## src/rtl/wb_arbiter.sv

```systemverilog
// Writeback arbiter: merges ALU results with extended load data held in a small FIFO.
// The ALU path has strict priority, and a query port reports registers that still have a write pending.
module wb_arbiter #(
  parameter int DEPTH = 4,
  parameter int CW    = $clog2(DEPTH + 1)
) (
  input  logic          clk,
  input  logic          rst,
  input  logic          alu_valid,
  input  logic [4:0]    alu_rd,
  input  logic [31:0]   alu_data,
  input  logic          ld_valid,
  output logic          ld_ready,
  input  logic [4:0]    ld_rd,
  input  logic [2:0]    ld_funct3,
  input  logic [1:0]    ld_off,
  input  logic [31:0]   ld_word,
  output logic          we3,
  output logic [4:0]    wa3,
  output logic [31:0]   wd3,
  input  logic [4:0]    q_rs1,
  input  logic [4:0]    q_rs2,
  input  logic [4:0]    q_rd,
  output logic          q_hazard,
  output logic [CW-1:0] count
);

  localparam int PW = $clog2(DEPTH);

  logic [31:0]      fifo_data [DEPTH];
  logic [4:0]       fifo_rd   [DEPTH];
  logic [DEPTH-1:0] fifo_valid;
  logic [PW-1:0]    wr_ptr;
  logic [PW-1:0]    rd_ptr;
  logic             push;
  logic             pop;
  logic [7:0]       ld_byte;
  logic [15:0]      ld_half;
  logic [31:0]      ld_value;

  // Readiness depends only on registered occupancy, so a same-cycle pop never opens a slot.
  assign ld_ready = !rst && (count < CW'(DEPTH));
  assign push     = ld_valid && ld_ready;
  assign pop      = !alu_valid && (count != '0);

  always_comb begin
    ld_byte = 8'(ld_word >> {ld_off, 3'b000});
    ld_half = ld_off[1] ? ld_word[31:16] : ld_word[15:0];
    case (ld_funct3)
      3'b000:  ld_value = {{24{ld_byte[7]}}, ld_byte};
      3'b001:  ld_value = {{16{ld_half[15]}}, ld_half};
      3'b100:  ld_value = {24'b0, ld_byte};
      3'b101:  ld_value = {16'b0, ld_half};
      default: ld_value = ld_word;
    endcase
  end

  // Payload storage needs no reset; the valid bits decide what is live.
  always_ff @(posedge clk) begin
    if (push) begin
      fifo_data[wr_ptr] <= ld_value;
      fifo_rd[wr_ptr]   <= ld_rd;
    end
  end

  always_ff @(posedge clk) begin
    if (rst) begin
      we3        <= 1'b0;
      wa3        <= '0;
      wd3        <= '0;
      count      <= '0;
      wr_ptr     <= '0;
      rd_ptr     <= '0;
      fifo_valid <= '0;
    end else begin
      if (alu_valid) begin
        wa3 <= alu_rd;
        wd3 <= alu_data;
        we3 <= (alu_rd != 5'd0);
      end else if (pop) begin
        wa3                <= fifo_rd[rd_ptr];
        wd3                <= fifo_data[rd_ptr];
        we3                <= (fifo_rd[rd_ptr] != 5'd0);
        fifo_valid[rd_ptr] <= 1'b0;
        rd_ptr             <= rd_ptr + PW'(1);
      end else begin
        we3 <= 1'b0;
      end

      // Push and pop never target the same slot: pop needs count>0, push needs count<DEPTH.
      if (push) begin
        fifo_valid[wr_ptr] <= 1'b1;
        wr_ptr             <= wr_ptr + PW'(1);
      end

      if (push && !pop) begin
        count <= count + CW'(1);
      end else if (!push && pop) begin
        count <= count - CW'(1);
      end
    end
  end

  function automatic logic reg_match(input logic [4:0] r, input logic [4:0] q);
    return (q != 5'd0) && (r == q);
  endfunction

  // The output register counts as pending because the register file has not yet absorbed it.
  always_comb begin
    q_hazard = 1'b0;
    for (int i = 0; i < DEPTH; i++) begin
      if (fifo_valid[i] && (reg_match(fifo_rd[i], q_rs1) || reg_match(fifo_rd[i], q_rs2) ||
                            reg_match(fifo_rd[i], q_rd))) begin
        q_hazard = 1'b1;
      end
    end
    if (we3 && (reg_match(wa3, q_rs1) || reg_match(wa3, q_rs2) || reg_match(wa3, q_rd))) begin
      q_hazard = 1'b1;
    end
  end

endmodule
```

## config.mk

```make
export PLATFORM = sky130hd
export DESIGN_NAME = wb_arbiter
export DESIGN_NICKNAME = d
export VERILOG_FILES = /design/src/rtl/wb_arbiter.sv
export SDC_FILE = /design/constraint.sdc
export NUM_CORES = 1
export LEC_CHECK = 0
export ABC_AREA = 1
export CAP_MARGIN = 20
export CORE_MARGIN = 2
export CORE_UTILIZATION = 45
export CTS_CLUSTER_DIAMETER = 30
export DETAILED_ROUTE_END_ITERATION = 6
export PLACE_DENSITY = 0.83
export SLEW_MARGIN = 20
export SYNTH_ARGS = -nofsm -noshare
export SYNTH_HDL_FRONTEND = slang
export SYNTH_SLANG_ARGS = --single-unit
```

## constraint.sdc

```tcl
create_clock -name clk -period 1.8 [get_ports clk]
set_input_delay 0.36 -clock clk [delete_from_list [all_inputs] [get_ports clk]]
set_output_delay 0.36 -clock clk [all_outputs]
set_load 0.005 [all_outputs]
```

==> results.py <==
metrics = {
    "detailed_routing": {
        "wl_per_cell_um": 17.23,
        "routed_wl_mm": 26.07,
        "viasPerCell": 5.401,
        "drt_pass1_iterations": 5,
        "drc_errors": 0,
        "ant_nets": 0,
        "drt_iter0_markers": 786,
        "vias": 8172,
    },
    "clocking": {
        "insertion_delay_ps": 430,
        "h-tree-depth": 4,
        "cts.sinks": 199,
        "cts_tree": "yes",
        "clk_pin_slew_ps": 70,
        "ctsRootBufferMaster": "clkbuf_16",
        "cts_buffer_depth": 2,
        "cts_buffers": 17,
    },
    "placement": {
        "hpwl_mm": 18.29,
        "dpl_cell_area_mm2": 0.01192,
        "place_ws_ps": -892.6,
        "place_congestion": 0.9399,
        "io_buffers": 140,
    },
    "logic_synthesis": {
        "ys_seq_area_share_pct": 57.36,
        "async_reset_ff_share_pct": 0,
        "syn_inst": 1016,
        "synth_top_family_by_area": "simple AND/OR/NAND/NOR gates",
        "muxShareOfSynthArea_pct": 0,
        "synth_compound_area_share_pct": 13.83,
        "synth_fp_nets": 1124,
        "synth_edf_count": 148,
        "synthXorXnorAreaFrac_pct": 6.251,
        "synth-simple-area-share_pct": 15.73,
        "syn_area_mm2": 0.009528,
        "syn_avg_cell_area_um2": 9.378,
        "ys.flop_type": "edfxtp_1",
        "ys_warn_count": 0,
        "synth_adder_area_share_pct": 1.392,
        "ys_ff_latch": 199,
        "ys_types": 31,
    },
    "timing": {
        "rsz0062_at_grt": "yes",
        "hold_viol_final": 0,
        "worst_pin_slew_ps": 468.0,
        "hold_ws_ps": 476.6,
        "max_freq_ghz": 0.4560,
        "slew_headroom_pct": 68.80,
        "finClkSkew_ps": 6.981,
        "setup_viol": 1,
        "final.setup.worst_slack_ps": -393.0,
        "final_max_slew_viol_count": 0,
        "period_share_pct": 121.8,
        "finalCriticalPeriod_ps": 2193,
    },
    "power_and_ir_drop": {
        "finalPower_w": 0.01365,
        "vdd_drop_max_uv": 517.8,
        "powerDensity_mw_per_mm2": 1079,
        "p_leak_nw": 5.021,
    },
    "run_status": {
        "violations": "setup timing",
        "outcome": "finished with violations",
    },
    "critical_path": {
        "critPathCaptureType": "primary output",
        "crit_type": "flip-flop to primary output",
        "crit_start": "fifo_rd[3][3]",
        "r2r-end": "count[2]",
        "reg2reg_depth": 10,
        "regToRegSetupSlack_ps": 90,
        "endpoint": "q_hazard",
        "start_kind": "flip-flop",
        "r2r-start": "count[2]",
        "critical_path.max_fanout": 4,
        "cp_data_required_time_ps": 1440,
        "arrival_ps": 1830,
    },
    "flow_run": {
        "maxCapViolations": 0,
    },
    "final_layout": {
        "mostFrequentLayoutCells": "nand2_1 (194), edfxtp_1 (148), nor2_1 (131)",
        "multi_input_area_mm2": 0.003620,
        "fin_area_mm2": 0.01266,
        "layout_commonest_cell": "nand2_1",
        "antennaDiodeCount": 0,
        "fillers": 1646,
        "ff_latch_area_mm2": 0.005489,
        "nNetsFinal": 1333,
        "layout-drive-gt1-share_pct": 15.51,
        "area_delta_synth_final_pct": 32.83,
    },
    "die": {
        "core_area_mm2": 0.02089,
        "initial_core_util_pct": 45.61,
        "chipHeight_um": 149.5,
        "num_rows": 53,
        "ios": 141,
        "die_x_um": 149.5,
        "dieArea_mm2": 0.02235,
    },
    "global_routing": {
        "grt_pass1_wl_mm": 40.27,
        "grt_usage_pct": 23.30,
        "grt_pass1_vias": 7902,
        "overflow": 0,
        "grt_max_degree": 78,
        "antenna_found_initial": 1,
    },
    "hold_path": {
        "hold_class": "flip-flop to flip-flop",
    },
}
[sequential cells by signal, indices dropped and copies added, names as in the netlist, named ones only]
| signal | cells |
|---|---|
| fifo_data | 128 |
| wd3 | 32 |
| fifo_rd | 20 |
| wa3 | 5 |
| fifo_valid | 4 |
| count | 3 |
| rd_ptr | 2 |
| wr_ptr | 2 |
| we3 | 1 |
[synthesized netlist by cell type, drive strengths merged (4+ instances only)]
cell type | number | area share, %
a21oi | 26 | 1.4
a221oi | 5 | 0.46
a31oi | 32 | 2.1
buf | 30 | 1.8
clkbuf | 35 | 1.4
dfxtp | 51 | 11
edfxtp | 148 | 47
ha | 9 | 1.2
inv | 56 | 2.2
nand2 | 199 | 7.9
nand3 | 34 | 1.8
nand3b | 4 | 0.45
nor2 | 139 | 5.5
o21ai | 141 | 7.4
o22ai | 32 | 2.1
xnor2 | 34 | 3.1
xor2 | 34 | 3.1
[worst min path at each step]
stage / startpoint / endpoint / cells after the start / slack [ps]
detailed placement: count[1] / count[1] / 2 / 490
floorplan: rst / fifo_valid[3] / 1 / 430
global route: count[1] / count[1] / 2 / 500
global placement: count[1] / count[1] / 2 / 480
finish: count[1] / count[1] / 2 / 480
CTS: rst / count[2] / 3 / 450
[logic make-up after synthesis]
logic type               Yosys count
adder cells (fa/ha/maj)           10
AND/OR/NAND/NOR                  378
AO/OA/AOI/OAI                    239
flip-flops                       199
XOR/XNOR                          68
buffers and inverters            122
[layout make-up]
class | count | area share (%)
clock buffer | 21 | 3.480
clock inverter | 11 | 0.8008
inverter | 57 | 1.809
multi-input combinational | 695 | 28.60
sequential | 199 | 43.37
tap | 275 | 2.719
timing repair buffer | 255 | 19.22
[through the flow]
step | std cells | setup TNS, ps | utilization (%)
after detailed placement | 1470 | -71980 | 57.08
after floorplan | 1016 | 0 | -
after global placement | 1470 | -64990 | 57.08
after CTS | 1510 | -398.5 | 60.15
after global routing | 1513 | -500.2 | 60.59
final | 1513 | -393.0 | 60.59
[where the power goes]
| part | switching [W] | leakage (nW) | internal (W) |
|---|---|---|---|
| Clock | 0.00159 | 0.250 | 0.00191 |
| Sequential | 0.000305 | 1.78 | 0.00547 |
| Combinational | 0.00243 | 2.99 | 0.00195 |
[per-layer routing]
metal | part of all wire, % | vias up | routed length [um] | global-route usage, %
li1 | - | 3895 | - | -
met1 | 40 | 3840 | 10510 | 29.42
met2 | 50 | 382 | 13090 | 40.46
met3 | 7.3 | 53 | 1893 | 3.963
met4 | 2.1 | 2 | 554 | 8.143
met5 | 0.050 | - | 13 | 0
[worst max-delay path: stages (launching register included)]
cell and delay, ps:
edfxtp_1 490, xnor2_1 200, nand2_1 80, nor2_2 110
nand2_1 70, nand3_1 90, nand2_1 60, nand2_1 60
inv_1 40, nand2_1 80, buf_2 120
[repair_timing]
action / CTS / global route
cloned: 0 / 0
endpoints found under the setup margin: 8 / 66
pin swaps: 24 / 16
buffers inserted: 8 / 3
hold buffers: 0 / 0
resized for setup: 47 / 35
Note: power is estimated with default switching activity, not from simulation.
